==> src/rtl/serial_mem_bridge.sv <==
// Serial memory bridge: one FSM shifts opcode, address and write data MSB-first
// to the host and assembles read words from serial_in.
// Latency: ROM read 2+ADDR_W+DATA_W beats, RAM ops 2+RAM_ADDR_W+DATA_W beats.
// Backpressure: ready=0 freezes the transfer; accept and the DONE exit ignore ready.
module serial_mem_bridge #(
    parameter int ADDR_W     = 16,
    parameter int RAM_ADDR_W = 8,
    parameter int DATA_W     = 8,
    parameter int CNT_W      = 6
) (
    input  logic              sclk,
    input  logic              rst,
    input  logic              ready,
    input  logic              serial_in,
    input  logic              req,
    input  logic [1:0]        op,
    input  logic [ADDR_W-1:0] addr,
    input  logic [DATA_W-1:0] wdata,
    output logic              serial_out,
    output logic [DATA_W-1:0] rdata,
    output logic              busy,
    output logic              done,
    output logic              err,
    output logic              rom_out_flag,
    output logic              ram_out_flag,
    output logic              ram_in_flag,
    output logic              addr_phase
);

    typedef enum logic [2:0] {
        S_IDLE  = 3'd0,
        S_OPC   = 3'd1,
        S_ADDR  = 3'd2,
        S_WDATA = 3'd3,
        S_RDATA = 3'd4,
        S_DONE  = 3'd5
    } state_t;

    localparam logic [1:0] OP_ROM   = 2'b00;
    localparam logic [1:0] OP_RAMRD = 2'b01;
    localparam logic [1:0] OP_RAMWR = 2'b10;
    localparam logic [1:0] OP_RSVD  = 2'b11;

    // RAM addresses are left-aligned in the address shifter so that the MSB
    // of whichever address is being sent always sits at bit ADDR_W-1.
    localparam int RAM_SHIFT = ADDR_W - RAM_ADDR_W;

    localparam logic [CNT_W-1:0] ROM_ADDR_LAST = CNT_W'(ADDR_W - 1);
    localparam logic [CNT_W-1:0] RAM_ADDR_LAST = CNT_W'(RAM_ADDR_W - 1);
    localparam logic [CNT_W-1:0] DATA_LAST     = CNT_W'(DATA_W - 1);

    state_t              state_q, state_d;
    logic [1:0]          op_q, op_d;
    logic [ADDR_W-1:0]   addr_sh_q, addr_sh_d;
    logic [DATA_W-1:0]   wd_sh_q, wd_sh_d;
    logic [DATA_W-1:0]   rd_sh_q, rd_sh_d;
    logic [CNT_W-1:0]    cnt_q, cnt_d;
    logic                so_q, so_d;
    logic [DATA_W-1:0]   rdata_q, rdata_d;
    logic                busy_q, busy_d;
    logic                done_q, done_d;
    logic                err_q, err_d;

    logic                addr_last;
    logic                data_last;
    logic                is_write;
    logic [DATA_W-1:0]   rd_word;

    assign addr_last = (cnt_q == ((op_q == OP_ROM) ? ROM_ADDR_LAST : RAM_ADDR_LAST));
    assign data_last = (cnt_q == DATA_LAST);
    assign is_write  = (op_q == OP_RAMWR);
    assign rd_word   = {rd_sh_q[DATA_W-2:0], serial_in};

    // State register: async reset aborts any transfer straight back to IDLE.
    always_ff @(posedge sclk or posedge rst) begin
        if (rst) begin
            state_q <= S_IDLE;
        end else begin
            state_q <= state_d;
        end
    end

    // Next-state logic: every transfer phase advances only on ready beats.
    always_comb begin
        state_d = state_q;
        case (state_q)
            S_IDLE: begin
                if (req && (op != OP_RSVD)) begin
                    state_d = S_OPC;
                end
            end
            S_OPC: begin
                if (ready && (cnt_q != '0)) begin
                    state_d = S_ADDR;
                end
            end
            S_ADDR: begin
                if (ready && addr_last) begin
                    state_d = is_write ? S_WDATA : S_RDATA;
                end
            end
            S_WDATA: begin
                if (ready && data_last) begin
                    state_d = S_DONE;
                end
            end
            S_RDATA: begin
                if (ready && data_last) begin
                    state_d = S_DONE;
                end
            end
            S_DONE: begin
                state_d = S_IDLE;
            end
            default: begin
                state_d = S_IDLE;
            end
        endcase
    end

    // Output/datapath logic: each beat presents the next bit and shifts the
    // matching register; done and err are single-cycle pulses by default.
    always_comb begin
        op_d      = op_q;
        addr_sh_d = addr_sh_q;
        wd_sh_d   = wd_sh_q;
        rd_sh_d   = rd_sh_q;
        cnt_d     = cnt_q;
        so_d      = so_q;
        rdata_d   = rdata_q;
        busy_d    = busy_q;
        done_d    = 1'b0;
        err_d     = 1'b0;
        case (state_q)
            S_IDLE: begin
                if (req) begin
                    if (op == OP_RSVD) begin
                        err_d = 1'b1;
                    end else begin
                        op_d      = op;
                        addr_sh_d = (op == OP_ROM) ? addr : (addr << RAM_SHIFT);
                        wd_sh_d   = wdata;
                        rd_sh_d   = '0;
                        cnt_d     = '0;
                        busy_d    = 1'b1;
                        so_d      = op[1];
                    end
                end
            end
            S_OPC: begin
                if (ready) begin
                    if (cnt_q == '0) begin
                        so_d  = op_q[0];
                        cnt_d = CNT_W'(1);
                    end else begin
                        so_d      = addr_sh_q[ADDR_W-1];
                        addr_sh_d = addr_sh_q << 1;
                        cnt_d     = '0;
                    end
                end
            end
            S_ADDR: begin
                if (ready) begin
                    if (addr_last) begin
                        cnt_d = '0;
                        if (is_write) begin
                            so_d    = wd_sh_q[DATA_W-1];
                            wd_sh_d = wd_sh_q << 1;
                        end else begin
                            so_d = 1'b0;
                        end
                    end else begin
                        so_d      = addr_sh_q[ADDR_W-1];
                        addr_sh_d = addr_sh_q << 1;
                        cnt_d     = cnt_q + CNT_W'(1);
                    end
                end
            end
            S_WDATA: begin
                if (ready) begin
                    if (data_last) begin
                        so_d   = 1'b0;
                        done_d = 1'b1;
                        cnt_d  = '0;
                    end else begin
                        so_d    = wd_sh_q[DATA_W-1];
                        wd_sh_d = wd_sh_q << 1;
                        cnt_d   = cnt_q + CNT_W'(1);
                    end
                end
            end
            S_RDATA: begin
                if (ready) begin
                    rd_sh_d = rd_word;
                    if (data_last) begin
                        rdata_d = rd_word;
                        done_d  = 1'b1;
                        cnt_d   = '0;
                    end else begin
                        cnt_d = cnt_q + CNT_W'(1);
                    end
                end
            end
            S_DONE: begin
                busy_d = 1'b0;
            end
            default: begin
                busy_d = 1'b0;
            end
        endcase
    end

    // Datapath registers: cleared by async reset so an aborted transfer leaves no residue.
    always_ff @(posedge sclk or posedge rst) begin
        if (rst) begin
            op_q      <= '0;
            addr_sh_q <= '0;
            wd_sh_q   <= '0;
            rd_sh_q   <= '0;
            cnt_q     <= '0;
            so_q      <= 1'b0;
            rdata_q   <= '0;
            busy_q    <= 1'b0;
            done_q    <= 1'b0;
            err_q     <= 1'b0;
        end else begin
            op_q      <= op_d;
            addr_sh_q <= addr_sh_d;
            wd_sh_q   <= wd_sh_d;
            rd_sh_q   <= rd_sh_d;
            cnt_q     <= cnt_d;
            so_q      <= so_d;
            rdata_q   <= rdata_d;
            busy_q    <= busy_d;
            done_q    <= done_d;
            err_q     <= err_d;
        end
    end

    assign serial_out   = so_q;
    assign rdata        = rdata_q;
    assign busy         = busy_q;
    assign done         = done_q;
    assign err          = err_q;
    assign rom_out_flag = busy_q & (op_q == OP_ROM);
    assign ram_out_flag = busy_q & (op_q == OP_RAMRD);
    assign ram_in_flag  = busy_q & (op_q == OP_RAMWR);
    assign addr_phase   = (state_q == S_ADDR);

endmodule

==> config.mk <==
export PLATFORM = sky130hd
export DESIGN_NAME = serial_mem_bridge
export DESIGN_NICKNAME = d
export VERILOG_FILES = /design/src/rtl/serial_mem_bridge.sv
export SDC_FILE = /design/constraint.sdc
export NUM_CORES = 1
export LEC_CHECK = 0
export ABC_AREA = 1
export CORE_MARGIN = 2
export CORE_UTILIZATION = 48
export CTS_BUF_LIST = sky130_fd_sc_hd__clkbuf_8 sky130_fd_sc_hd__clkbuf_16
export DETAILED_ROUTE_END_ITERATION = 12
export HOLD_SLACK_MARGIN = 0.1
export PLACE_DENSITY_LB_ADDON = 0.12
export SLEW_MARGIN = 30
export SYNTH_ARGS = -nofsm -noshare
export SYNTH_HDL_FRONTEND = slang
export SYNTH_SLANG_ARGS = --single-unit
==> constraint.sdc <==
create_clock -name sclk -period 1.6 [get_ports sclk]
set_input_delay 0.32 -clock sclk [delete_from_list [all_inputs] [get_ports sclk]]
set_output_delay 0.32 -clock sclk [all_outputs]
set_load 0.02 [all_outputs]
== After elaboration in Yosys (flattened, before gate mapping) ==
Cells that the tools add are included.
Operators by class
  add/sub/neg operators: 1
  eq/ne operators: 26
  muxes and demuxes: 55
  bitwise gates (word level): 5
  reduce and logical (&&, ||, !) cells: 25
Operators with widths (count)
  two-way mux 16 bit: 7
  two-way mux 8 bit: 7
  one-hot mux 16 bit (3 select lines): 1
  two-way mux 6 bit: 7
  != test 2 bit (second input constant): 12
  one-hot mux 6 bit (4 select lines): 1
  one-hot mux 8 bit (3 select lines): 1
  two-way mux 7 bit: 3
  two-way mux 1 bit: 18
  two-way mux 3 bit: 5
  one-hot mux 7 bit (2 select lines): 1
  one-hot mux 3 bit (4 select lines): 1
  AND reduction 6 bit: 2
  != test 2 x 1 -> 1 bit (second input constant): 5
  AND reduction 3 bit: 3
  AND reduction 4 bit: 2
  AND reduction 8 bit: 1
  nonzero test 4 bit: 2
  AND reduction 7 bit: 1
  adder 6 x 1 -> 6 bit (second input constant): 1
  equality test 3 x 2 -> 1 bit (second input constant): 2
  equality test 6 x 3 -> 1 bit (second input constant): 1
  equality test 6 x 4 -> 1 bit: 1
  zero test 6 bit: 1
  17 further kinds: 26
Storage, ports and cells
  register bits after elaboration: 54
  input bits: 31
  output and inout bits: 16
  logic and storage cells: 123

== Logic depth before layout (Yosys ltp) ==
  depth after elaboration: 6
  depth in mapped cells: 13
  depth with buffers taken out: 12

== Least setup slack after synthesis ==
Ideal clock, no wire load.
  path type: flip-flop to flip-flop
  start: reg cnt_q[0]
  end: reg wd_sh_q[1]
  library setup time: 0.127 ns
  arrival time: 1.527 ns
  required time: 1.473 ns
  slack: -0.054 ns
  cell stages (with the launch flop): 12
  buffers on the path: 1
  period minus slack after synthesis: 1.654 ns
  cells stage by stage: dfrtp_1 -> ha_1 -> nand2_1 -> inv_1 -> nand2_1 -> nor2_1 -> nand2_1 -> nand3_1 -> nor2_1 -> nand2_1 -> buf_2 -> o21ai_0
Between the ends
  longest elaborated chain between the ends: 3
  elaborated cells on any way between the ends: 5
  classes of those cells: eq/ne (4); reduce/logical (1)
Ends and longest elaborated chain
  start, declared: line 57  | logic [CNT_W-1:0] cnt_q, cnt_d;
  start signal, assigned: line 231  | cnt_q <= cnt_d;
  equality test 6 x 3 -> 1 bit / equality test 6 x 4 -> 1 bit (equally long branches): line 70, 69
  != test 2 bit (no line) / != test 2 x 1 -> 1 bit (equally long branches)
  AND reduction 8 bit (no line) *
  end signal, assigned: line 229  | wd_sh_q <= wd_sh_d;
  end, declared: line 55  | logic [DATA_W-1:0] wd_sh_q, wd_sh_d;
Mark *: on every way between the ends. The rest lies on a longest branch, timed or not.
A chain may end at the register's enable or synchronous reset.

== Final worst setup path ==
  start: reg state_q[1]
  end: reg addr_sh_q[0]
Between the ends
  longest elaborated chain between the ends: 3
  elaborated cells on any way between the ends: 12
  classes of those cells: eq/ne (8); mux (1); reduce/logical (3)
Ends and longest elaborated chain
  start, declared: line 52  | state_t state_q, state_d;
  start signal, assigned: line 79  | state_q <= state_d;
  equality test 3 x 1 -> 1 bit, or another cell as far along: line 134  | case (state_q)
  != test 2 bit (no line) / nonzero test 3 bit (equally long branches)
  AND reduction 7 bit (no line)
  end signal, assigned: line 228  | addr_sh_q <= addr_sh_d;
  end, declared: line 54  | logic [ADDR_W-1:0] addr_sh_q, addr_sh_d;
Parallel ways exist; a longest one is shown, timed or not.

==> reports/qor.csv <==
metric;value;unit
vias in the first global route;2681;
final worst slack;-32.5;ps
mux share of post-synthesis cell area;2.39;%
Tot Pwr;7.20;mW
worst slack on hold paths;423;ps
Syn. warnings;0;
core area;5920;um2
largest family of logic cells by synthesized area;simple AND/OR/NAND/NOR gates;
post-route minimum period;1630;ps
Leak Pwr;2.23;nW
final std cells w/o fill;579;
Worst Path Buf+Inv;1;
Num CTS Buffers;5;
CTS H-tree depth;2;
Longest Clk Path Bufs;2;
Final ANT Viol Nets;0;
Worst Max-Slew Pin Slew;394;ps
count of final hold-check violations;0;
area delta synth->final;44.7;%
1st-iter DRT viols;139;
r2r setup slk;-30;ps
routed vias/inst;5.18;
pin count of the biggest net entering global routing;55;
period utilization;102;%
Max Cap Viol;0;
clk sink count;54;
FF+latch area;1360;um2
worst-case reg-to-reg path depth;9;
die area;6740;um2
Layout Nets;536;
HPWL Detailed;5180;um
final setup skew;5.19;ps
first-pass GRT wire length;12000;um
Yosys reg bits;54;
xor-xnor portion of the synthesized cell area;1.20;%
Seq/Total Area, Yosys;46.2;%
CP required;1810;ps
worst min path class;input pin to async pin;
Mapped Nets;435;
synth unique cells;31;
synthesized netlist cell count;402;
Worst setup EP type;flop;
setup violators final;13;
Synth Flop Type;dfrtp_1;
area of the multi-input gates;1630;um2
port buffer count;46;
Starting Density;49.5;%
DP Area;3810;um2
Slew headroom;73.6;%
GRT Total Usage;23.0;%
drt wl/cell;13.5;um
CP max-delay cell;dfrtp_2;
Power Dens Cells;1700;nW/um2
complex-gate fraction of the synthesized area;10.3;%
final WL;7840;um
Placer Congestion;0.884;
CTS Hold Bufs;0;
Simple-Gate Fraction of Synth Area;32.6;%
CTS tree;yes;
GRT overflow;0;
number of flops mapped to enable cells by yosys;0;
RSZ-0062 raised after global routing;true;
CP Cell Sequence;inv_2 -> nand2_4 -> nor2_4 -> nand2_2 -> nand2_2 -> nor3_4 -> nand2_4 -> nand2_1 -> nand2_1;
post-synthesis async set-or-reset flop share;100;%
Ant. Diodes;0;
worst skew pair latency;320;ps
Via Count;3001;
Die H;82.1;um
Post-Synth Adder-Cell Area;0.855;%
Arrival @ worst endpoint;1840;ps
largest fanout on the critical path;8;
# fillers;466;
status;finished with violations;
Worst Setup SP;state_q[1]$_DFFE_PP0P_;
failing checks;setup timing;
Avg Cell Area, Syn;7.28;um2
row count;28;
max-slew violations;0;
fmax;613;MHz
r2r startpoint;state_q[1]$_DFFE_PP0P_;
critical path depth in cells;9;
Max rail drop VDD;874;uV
# DRC;0;
Mapped Area;2930;um2
placed insts;559;
layout cell share with drive strength beyond 1;27.2;%
Slowest Stage Delay on Critical Path;440;ps
Top Ports;47;
Top Family by Delay on Critical Path;simple AND/OR/NAND/NOR gates;
initial antenna violation count;0;
root buffer cell;clkbuf_8;
DR pass1 iterations;4;
commonest non-fill, non-tap cell in the layout;nand2_1;
Critical R2R Capture;addr_sh_q[0]$_DFFE_PP0P_;
Die W;82.1;um
Final TNS setup;-236;ps
commonest cells after routing, fill and taps aside;nand2_1, dfrtp_1, buf_4;
Reg clk slew, reported paths;100;ps
CP Class;flop to flop;
Final Cell Area;4240;um2
crit path launch type;flop;
## power breakdown
group	internal [mW]	switching, mW
registers	1.76	0.258
logic	1.77	2.48
clock network	0.461	0.469
## through the flow
step / utilization, % / worst slack (ps)
floorplan: - / 4.41
global placement: 64.4 / -288
detailed placement: 64.4 / -322
CTS: 68.0 / -19.2
global route: 71.5 / -106
finish: 71.5 / -32.5
## worst max path at each step
| stage | to |
|---|---|
| floorplan | addr_sh_q[8]$_DFFE_PP0P_ |
| global placement | cnt_q[1]$_DFFE_PP0P_ |
| detailed placement | cnt_q[1]$_DFFE_PP0P_ |
| CTS | wd_sh_q[4]$_DFFE_PP0P_ |
| global route | addr_sh_q[4]$_DFFE_PP0P_ |
| finish | addr_sh_q[0]$_DFFE_PP0P_ |
## cells by family after synthesis
group / after synthesis
flops: 54
fa+ha+maj: 2
xor+xnor: 4
mux: 7
simple gates: 232
buf+inv: 48
compound gates: 55
## layout make-up
| class | count | share of cell area, % |
|---|---|---|
| Multi-Input combinational cell | 302 | 38.5 |
| Sequential cell | 54 | 32.0 |
| Timing Repair Buffer | 100 | 20.9 |
| Inverter | 40 | 3.81 |
| Tap cell | 75 | 2.22 |
| Clock buffer | 5 | 1.62 |
| Clock inverter | 3 | 0.975 |
## routing by layer
metal | track usage [%] | share of wire (%) | vias up
met5 | 0 | 0 | -
met4 | 5.33 | 1.5 | 0
met3 | 4.02 | 4.0 | 12
met2 | 36.7 | 48 | 79
met1 | 32.9 | 46 | 1424
li1 | - | - | 1486
## flip-flops by register name, indices dropped and copies added, names as in the netlist
name,cells
addr_sh_q,16
rdata,8
wd_sh_q,8
rd_sh_q,7
cnt_q,6
state_q,3
op_q,2
busy,1
done,1
err,1
serial_out,1
## synth_stat cells, types with 2 or more instances
cell type | count | area [um2]
a21oi_1 | 4 | 20.0
ha_1 | 2 | 25.0
buf_2 | 3 | 15.0
mux2i_1 | 7 | 70.1
inv_2 | 4 | 15.0
nand2_1 | 156 | 586
nand3_1 | 23 | 115
nor2_2 | 2 | 12.5
nor2_1 | 36 | 135
o21ai_0 | 39 | 195
inv_1 | 35 | 131
a31oi_1 | 8 | 50.1
nor3_1 | 7 | 35.0
clkbuf_1 | 4 | 15.0
xor2_1 | 3 | 26.3
dfrtp_1 | 54 | 1350
## tightest hold or removal path, stage by stage
cell             delay, ps
clkdlybuf4s50_1        450
clkinvlp_4             100
buf_12                 270
## timing repair
action | in CTS | in global routing
endpoints found under the setup margin | 47 | 50
pin swaps | 8 | 20
gates resized for setup | 50 | 61
setup buffers | 6 | 5
cloned | 1 | 1
Power figures use the tool's default switching activity.
